$ cat config.mk
export PLATFORM = sky130hd
export DESIGN_NAME = ov7670_capture
export DESIGN_NICKNAME = d
export VERILOG_FILES = /design/src/rtl/ov7670_capture.sv
export SDC_FILE = /design/constraint.sdc
export NUM_CORES = 1
export LEC_CHECK = 0
export ABC_AREA = 0
export CAP_MARGIN = 20
export CORE_MARGIN = 3
export CORE_UTILIZATION = 35
export CTS_CLUSTER_DIAMETER = 50
export DETAILED_ROUTE_END_ITERATION = 16
export SLEW_MARGIN = 25
export SYNTH_ARGS = -nofsm -noshare
export SYNTH_HDL_FRONTEND = slang
export SYNTH_SLANG_ARGS = --single-unit
$ cat constraint.sdc
create_clock -name clk -period 2.48 [get_ports clk]
set_input_delay 0.496 -clock clk [delete_from_list [all_inputs] [get_ports clk]]
set_output_delay 0.496 -clock clk [all_outputs]
set_load 0.02 [all_outputs]
$ cat src/rtl/ov7670_capture.sv
// OV7670 pixel capture: oversamples the camera's RGB444 byte stream in the
// system clock domain, decimates it 2:1 in both axes and issues one
// frame-buffer write per kept pixel at address row_out*DST_COLS + col_out.
//
// Ports:
//   clk, rst          system clock, synchronous active-high reset
//   cfg_done          camera register setup finished; capture is enabled only while high
//   ov7670_pclk       camera pixel clock (asynchronous, oversampled)
//   ov7670_vsync      camera vsync, high during vertical blanking
//   ov7670_href       camera href, high while line bytes are valid
//   ov7670_d          camera data byte
//   fb_we             frame-buffer write strobe (1 clk)
//   fb_addr           frame-buffer write address
//   fb_data           pixel {R[3:0],G[3:0],B[3:0]}
//   frame_done        1-clk pulse at the end of each captured frame
//   frame_err         1-clk pulse with frame_done when the kept-line count is wrong
//   capturing         high while a frame is being captured
module ov7670_capture #(
  parameter int SRC_COLS = 160,
  parameter int SRC_ROWS = 120,
  parameter int DST_COLS = 80,
  parameter int DST_ROWS = 60,
  parameter int AW       = 13
) (
  input  logic          clk,
  input  logic          rst,
  input  logic          cfg_done,
  input  logic          ov7670_pclk,
  input  logic          ov7670_vsync,
  input  logic          ov7670_href,
  input  logic [7:0]    ov7670_d,
  output logic          fb_we,
  output logic [AW-1:0] fb_addr,
  output logic [11:0]   fb_data,
  output logic          frame_done,
  output logic          frame_err,
  output logic          capturing
);

  localparam int CW = $clog2(SRC_COLS + 1);
  localparam int RW = $clog2(SRC_ROWS + 1);
  localparam int KW = $clog2(DST_ROWS + 1);

  localparam logic [CW-1:0] COL_LIM   = CW'(SRC_COLS);
  localparam logic [RW-1:0] ROW_LIM   = RW'(SRC_ROWS);
  localparam logic [KW-1:0] KEPT_TGT  = KW'(DST_ROWS);
  localparam logic [AW-1:0] LINE_STEP = AW'(DST_COLS);

  typedef enum logic [1:0] {WAIT_CFG, WAIT_VSYNC, CAPTURE} state_t;

  state_t state, state_nxt;

  logic pclk_s1, pclk_s2, pclk_s3;
  logic vsync_s1, vsync_s2, vsync_s3;
  logic href_s1, href_s2, href_s3;
  logic [7:0] d_s1, d_s2;

  logic pclk_rise, href_fall, vsync_rise, vsync_fall;

  logic [CW-1:0] col;
  logic [RW-1:0] row;
  logic          phase;
  logic [3:0]    r_nib;
  logic [AW-1:0] line_base;
  logic [KW-1:0] kept;

  logic          start_p0, frame_end_p0;
  logic          line_end_p0, byte_en_p0, row_ok_p0, pix_keep_p0;
  logic [KW-1:0] kept_upd_p0;

  logic          vld_p1;
  logic [AW-1:0] addr_p1;
  logic [11:0]   data_p1;
  logic          done_p1, err_p1;

  // Counters stop at their limit so oversized lines or frames can never
  // wrap back into valid addresses.
  function automatic logic [CW-1:0] col_sat_inc(input logic [CW-1:0] v);
    return (v == COL_LIM) ? v : v + CW'(1);
  endfunction

  function automatic logic [RW-1:0] row_sat_inc(input logic [RW-1:0] v);
    return (v == ROW_LIM) ? v : v + RW'(1);
  endfunction

  // Input synchronisers; the third flop feeds edge detection.
  always_ff @(posedge clk) begin
    if (rst) begin
      pclk_s1  <= 1'b0; pclk_s2  <= 1'b0; pclk_s3  <= 1'b0;
      vsync_s1 <= 1'b0; vsync_s2 <= 1'b0; vsync_s3 <= 1'b0;
      href_s1  <= 1'b0; href_s2  <= 1'b0; href_s3  <= 1'b0;
      d_s1     <= 8'd0; d_s2     <= 8'd0;
    end else begin
      pclk_s1  <= ov7670_pclk;  pclk_s2  <= pclk_s1;  pclk_s3  <= pclk_s2;
      vsync_s1 <= ov7670_vsync; vsync_s2 <= vsync_s1; vsync_s3 <= vsync_s2;
      href_s1  <= ov7670_href;  href_s2  <= href_s1;  href_s3  <= href_s2;
      d_s1     <= ov7670_d;     d_s2     <= d_s1;
    end
  end

  assign pclk_rise  = pclk_s2 & ~pclk_s3;
  assign href_fall  = href_s3 & ~href_s2;
  assign vsync_rise = vsync_s2 & ~vsync_s3;
  assign vsync_fall = vsync_s3 & ~vsync_s2;

  always_ff @(posedge clk) begin
    if (rst) state <= WAIT_CFG;
    else     state <= state_nxt;
  end

  // Losing cfg_done aborts silently from any state, ahead of frame end.
  always_comb begin
    state_nxt    = state;
    start_p0     = 1'b0;
    frame_end_p0 = 1'b0;
    case (state)
      WAIT_CFG: begin
        if (cfg_done) state_nxt = WAIT_VSYNC;
      end
      WAIT_VSYNC: begin
        if (!cfg_done) begin
          state_nxt = WAIT_CFG;
        end else if (vsync_fall) begin
          state_nxt = CAPTURE;
          start_p0  = 1'b1;
        end
      end
      CAPTURE: begin
        if (!cfg_done) begin
          state_nxt = WAIT_CFG;
        end else if (vsync_rise) begin
          state_nxt    = WAIT_VSYNC;
          frame_end_p0 = 1'b1;
        end
      end
      default: state_nxt = WAIT_CFG;
    endcase
  end

  // Stage 0: decode the synchronised strobes for the current capture state.
  always_comb begin
    line_end_p0 = (state == CAPTURE) && cfg_done && href_fall;
    byte_en_p0  = (state == CAPTURE) && cfg_done && pclk_rise && href_s2;
    row_ok_p0   = ~row[0] && (row < ROW_LIM);
    pix_keep_p0 = byte_en_p0 && phase && ~col[0] && (col < COL_LIM) && row_ok_p0;
    // The line ending in this cycle is counted before any same-cycle frame check.
    kept_upd_p0 = (line_end_p0 && row_ok_p0) ? kept + KW'(1) : kept;
  end

  always_ff @(posedge clk) begin
    if (rst) begin
      col       <= '0;
      row       <= '0;
      phase     <= 1'b0;
      r_nib     <= 4'd0;
      line_base <= '0;
      kept      <= '0;
    end else if (start_p0) begin
      col       <= '0;
      row       <= '0;
      phase     <= 1'b0;
      line_base <= '0;
      kept      <= '0;
    end else if (line_end_p0) begin
      // A dangling first byte of an incomplete pixel is dropped here.
      col   <= '0;
      phase <= 1'b0;
      if (row_ok_p0) line_base <= line_base + LINE_STEP;
      kept  <= kept_upd_p0;
      row   <= row_sat_inc(row);
    end else if (byte_en_p0) begin
      if (!phase) begin
        r_nib <= d_s2[3:0];
        phase <= 1'b1;
      end else begin
        phase <= 1'b0;
        col   <= col_sat_inc(col);
      end
    end
  end

  // Stage 1: registered write request and frame status.
  always_ff @(posedge clk) begin
    if (rst) begin
      vld_p1  <= 1'b0;
      addr_p1 <= '0;
      data_p1 <= 12'd0;
      done_p1 <= 1'b0;
      err_p1  <= 1'b0;
    end else begin
      vld_p1  <= pix_keep_p0;
      if (pix_keep_p0) begin
        addr_p1 <= line_base + AW'(col >> 1);
        data_p1 <= {r_nib, d_s2};
      end
      done_p1 <= frame_end_p0;
      err_p1  <= frame_end_p0 && (kept_upd_p0 != KEPT_TGT);
    end
  end

  assign fb_we      = vld_p1;
  assign fb_addr    = addr_p1;
  assign fb_data    = data_p1;
  assign frame_done = done_p1;
  assign frame_err  = err_p1;
  assign capturing  = (state == CAPTURE);

endmodule

==> results of run 1 <==
power groups by stage:
stage / clock network, mW / registers, mW / logic (mW)
2_1_floorplan: 0 / 1.50 / 0.0377
3_3_place_gp: 0 / 1.50 / 0.0649
3_5_place_dp: 0 / 1.50 / 0.0654
4_1_cts: 0.980 / 1.47 / 0.0660
5_1_grt: 1.05 / 1.47 / 0.0725
6_report: 0.945 / 1.47 / 0.0642
through the flow:
stage	utilization (%)	setup slack (ns)	instance area, um2
after floorplan	-	0.579	3620
after CTS	43.7	0.323	4330
after global placement	41.8	0.147	4140
final	43.7	0.346	4330
after global routing	43.7	0.177	4330
after detailed placement	41.8	0.157	4140
Yosys cell counts (2+ instances only):
| master | number |
|---|---|
| sky130_fd_sc_hd__ha_1 | 7 |
| sky130_fd_sc_hd__nor3_1 | 4 |
| sky130_fd_sc_hd__a21oi_1 | 32 |
| sky130_fd_sc_hd__xnor2_1 | 16 |
| sky130_fd_sc_hd__nor2b_1 | 28 |
| sky130_fd_sc_hd__nor3b_1 | 2 |
| sky130_fd_sc_hd__nor4_1 | 4 |
| sky130_fd_sc_hd__xor2_1 | 12 |
| sky130_fd_sc_hd__nand3_1 | 8 |
| sky130_fd_sc_hd__nand4_1 | 10 |
| sky130_fd_sc_hd__o21ai_0 | 7 |
| sky130_fd_sc_hd__nand2_1 | 55 |
| sky130_fd_sc_hd__buf_6 | 5 |
| sky130_fd_sc_hd__a211oi_2 | 5 |
| sky130_fd_sc_hd__or3_1 | 5 |
| sky130_fd_sc_hd__dfxtp_1 | 90 |
| sky130_fd_sc_hd__nand2b_1 | 4 |
| sky130_fd_sc_hd__nand3_2 | 2 |
| sky130_fd_sc_hd__a21o_1 | 2 |
| sky130_fd_sc_hd__clkbuf_1 | 10 |
| sky130_fd_sc_hd__inv_1 | 6 |
| sky130_fd_sc_hd__and3_1 | 3 |
| sky130_fd_sc_hd__nor2_1 | 41 |
| sky130_fd_sc_hd__mux2i_1 | 5 |
| sky130_fd_sc_hd__nor2_2 | 5 |
kinds of logic after synthesis:
logic type,after synthesis,synth area share (%)
flip-flops,90,49.8
multiplexers,5,1.38
AND/OR/NAND/NOR,181,26.3
buffers and inverters,22,3.43
adder cells (fa/ha/maj),8,2.98
XOR/XNOR,28,6.78
AO/OA/AOI/OAI,53,9.31
state kept, by name (all words and copies together), names as in the netlist, 4 cells and up:
| name | count |
|---|---|
| fb_addr | 13 |
| fb_data | 12 |
| line_base | 9 |
| col | 8 |
| d_s1 | 8 |
| d_s2 | 8 |
| row | 7 |
| kept | 6 |
| r_nib | 4 |
worst min path at each step:
stage	endpoint	slack, ns	from
floorplan	d_s2[0]$_SDFF_PP0_	0.41	d_s1[0]$_SDFF_PP0_
global placement	d_s2[5]$_SDFF_PP0_	0.42	d_s1[5]$_SDFF_PP0_
detailed placement	d_s2[6]$_SDFF_PP0_	0.42	d_s1[6]$_SDFF_PP0_
CTS	vsync_s2$_SDFF_PP0_	0.44	vsync_s1$_SDFF_PP0_
global route	pclk_s2$_SDFF_PP0_	0.46	pclk_s1$_SDFF_PP0_
finish	pclk_s2$_SDFF_PP0_	0.44	pclk_s1$_SDFF_PP0_
per-layer routing:
metal  share of wire (%)  up-vias  track usage [%]
li1                    -     1380                -
met1                  48     1217             16.2
met2                  47       34             19.8
met3                 3.6        7             3.48
met4                 1.1        0             4.42
met5                   0        -                0
layout make-up:
type,count,area (um2)
Timing Repair Buffer,46,458
Clock inverter,7,63.8
Inverter,6,22.5
Tap cell,133,166
Multi-Input combinational cell,275,1690
Sequential cell,90,1800
Fill cell,1004,5580
Clock buffer,9,124
worst reg2reg max path: stages (launching register included):
cell	delay, ns
sky130_fd_sc_hd__dfxtp_1	0.45
sky130_fd_sc_hd__ha_1	0.21
sky130_fd_sc_hd__inv_1	0.05
sky130_fd_sc_hd__fa_1	0.39
sky130_fd_sc_hd__nor2b_1	0.16
sky130_fd_sc_hd__o21ai_0	0.14
sky130_fd_sc_hd__or3_1	0.34
sky130_fd_sc_hd__a311oi_1	0.25
==> results, run 1 <==
- The run finished with clean final reports.
- After the flow finishes, the layout carries non-filler instances totaling 566.
- The cell area after technology mapping is 3620 um2.
- The clock tree skew after final layout is 0.0112 ns.
- From left edge to right edge, the die measures 108 um.
- The hold violation count in the final report was 0.
- The first global-routing pass estimated 11700 um of wire.
- Power comes to 2.48 mW.
- The sequential share of the synthesized area is 49.8%.
- The most area-hungry cell type in the Yosys netlist is sky130_fd_sc_hd__dfxtp_1.
- After the last flow step, the layout net total stands at 450.
- The path class of the tightest hold or removal check is register to register.
- The worst setup path category is register to output port.
- The number of core rows is 36.
- The number of antenna violations at the first check in global routing was 0.
- The detailed-routing iteration count for the pre-antenna-repair pass is 4.
- The number of instances in the placed design is 550.
- Setup repair after global routing left no endpoint under its margin.
- The detailed router placed 2638 vias in this run.
- After detailed routing, the average wire length per cell comes to 11.6 um.
- The critical path endpoint is capturing.
- The number of max-cap violations is 0.
- Buffers added to address setup during post-CTS repair amount to 0.
- For this block, the initial DRC count from the detailed router was 128.
- The number of instances in the synthesized netlist is 387.
- Traced cell by cell, the critical path runs through inv_1, nor2_1, clkdlybuf4s50_1.
- Across all register-to-register paths, the minimum setup slack is 0.41 ns.
- The type of element capturing the critical path is an output port.
- Wires add up to 6550 um.
- Across every metal layer, demand over resource in global routing totals 12.5%.
- In this run the static leakage power is 1.49 nW.
- By area the synthesized netlist is led by sky130_fd_sc_hd__dfxtp_1 50%, sky130_fd_sc_hd__nand2_1 5.7%, sky130_fd_sc_hd__nor2b_1 4.8%, sky130_fd_sc_hd__a21oi_1 4.4%, sky130_fd_sc_hd__nor2_1 4.3%.
- The sequential fraction of design power is 59.3%.
- The cell family contributing the most delay on the critical path is buffers and inverters.
- The part of the cycle the worst path needs is 86.0%.
- Setup violations remaining at the end of the flow were counted as 0.
- After synthesis, the largest area contributor takes up 49.8% of total cell area.
- STA classifies the critical path startpoint as a register.
- The data required time at the worst endpoint is 1.98 ns.
- Counting both buffers and inverters, the worst setup path holds a total of 2.
- The number of gates given a new drive strength after cts is 0.
- The H-tree generated during clock tree synthesis spans 3 levels.
- The vias per cell is 4.66.
- The async set-or-reset flop fraction in the synthesized netlist is 0%.
- The cell at the root of the clock tree is sky130_fd_sc_hd__clkbuf_8.
- For the pin with the worst max-slew slack, the measured transition is 0.579 ns.
- The number of max-slew violations in the final report is 0.
- The overall overflow remaining after global route is 0.
- Clock-pin slew was measured on the worst setup and hold paths at 0.09 ns.
- The worst max-slew margin expressed relative to the limit is 61.4%.
- The power per standard cell area is 573 nW/um2.
- The critical path starts at state[1]$_SDFFE_PP0P_.
- The number of antenna diodes in the final layout is 0.
- The total internal power is 1.88 mW.
- The arrival time reported for the critical path endpoint is 1.64 ns.
- In this run the critical register-to-register path is launched from col[5]$_SDFFE_PP0P_.
- Leaving out fill and tap cells, the most frequent cell in the layout is sky130_fd_sc_hd__dfxtp_1.
- The fraction of final layout cells sized beyond drive strength 1 is 9.47%.
- The count of unresolved DRC violations after routing is 0.
- The most used flip-flop cell after synthesis is sky130_fd_sc_hd__dfxtp_1.
- Combinational logic burns 2.6% of the power.
- The maximum number of pins on one net before global-route repair is 56.
- The initial standard-cell utilization of the core is 36.5%.
- The worst hold slack is 0.441 ns.
- For the final routed database, the setup TNS stands at 0 ns.
- The estimated wirelength of the detail-placed design is 4480 um.
- The floorplan step defined a die boundary enclosing 11600 um2.
- The highest clock frequency the design can meet is 0.469 GHz.
- The TritonCTS clock tree is done.
- In this run the standard cell core region covers 9910 um2.
- The number of unique standard cell types used by synthesis is 44.
- The worst register-to-register path ends at fb_addr[10]$_SDFFE_PP0P_.
- The number of global-route vias before repair was 2515.
- In this run the deepest clock path goes through 2 buffers.
- The number of ports placed on the die boundary is 43.
- The switching share of total power is 24.2%.
- Clock tree synthesis inserted a total of 9 buffers.
- The number of nets produced by synthesis is 409.
- The worst vdd rail ir drop is 0.000380 V.
- The part of the total power dissipated in the clock network is 38.1%.
- The minimum clock period after layout is 2.13 ns.
- The number of warning messages in the yosys log is 0.
- The net switching power of the design is 601 uW.
- Port buffering added 42 buffers.
- The count of cells along the worst register-to-register path is 7.
- Clock latency on the worst-skew pair, taken at its later pin, is 0.36 ns.
- In this run the remaining antenna-violating nets after routing total 0.
- The delay contributed by the slowest stage of the critical path is 0.60 ns.
- In this run, synthesis inferred 0 flip-flops with an integrated enable.
- The number of gates on the worst path with buffers counted is 3.
- Synthesis inferred 90 register bits.
- The maximum fanout encountered on the critical timing path is 6.
- The cts-stage hold buffer count is 0.
- Averaged over all synthesized cells, the footprint is 9.34 um2.
- The post-synthesis to final-layout area growth is 19.7%.
- The number of sinks on the clock net is 90.
- The routability-driven placement congestion ratio is 0.743.
- The cell depth of the worst min-delay path is 1.
- In the layout the commonest cells are 90 x sky130_fd_sc_hd__dfxtp_1, 55 x sky130_fd_sc_hd__nand2_1, 41 x sky130_fd_sc_hd__nor2_1, 41 x sky130_fd_sc_hd__clkdlybuf4s50_1, 32 x sky130_fd_sc_hd__a21oi_1.
- In this run the vertical extent of the chip is 108 um.
- The cell with the largest stage delay on the worst path is sky130_fd_sc_hd__clkdlybuf4s50_1.
Note: power is estimated with default switching activity, not from simulation.
==> inputs of run 2 (changes only) <==
- CTS_CLUSTER_DIAMETER: 50 -> default
==> results of run 2 <==
Final layout, timing and power as in run 1 (identical DEF).
==> inputs of run 3 (changes only) <==
- TNS_END_PERCENT: default -> 5
==> results of run 3 <==
Final layout, timing and power as in run 1 (identical DEF).
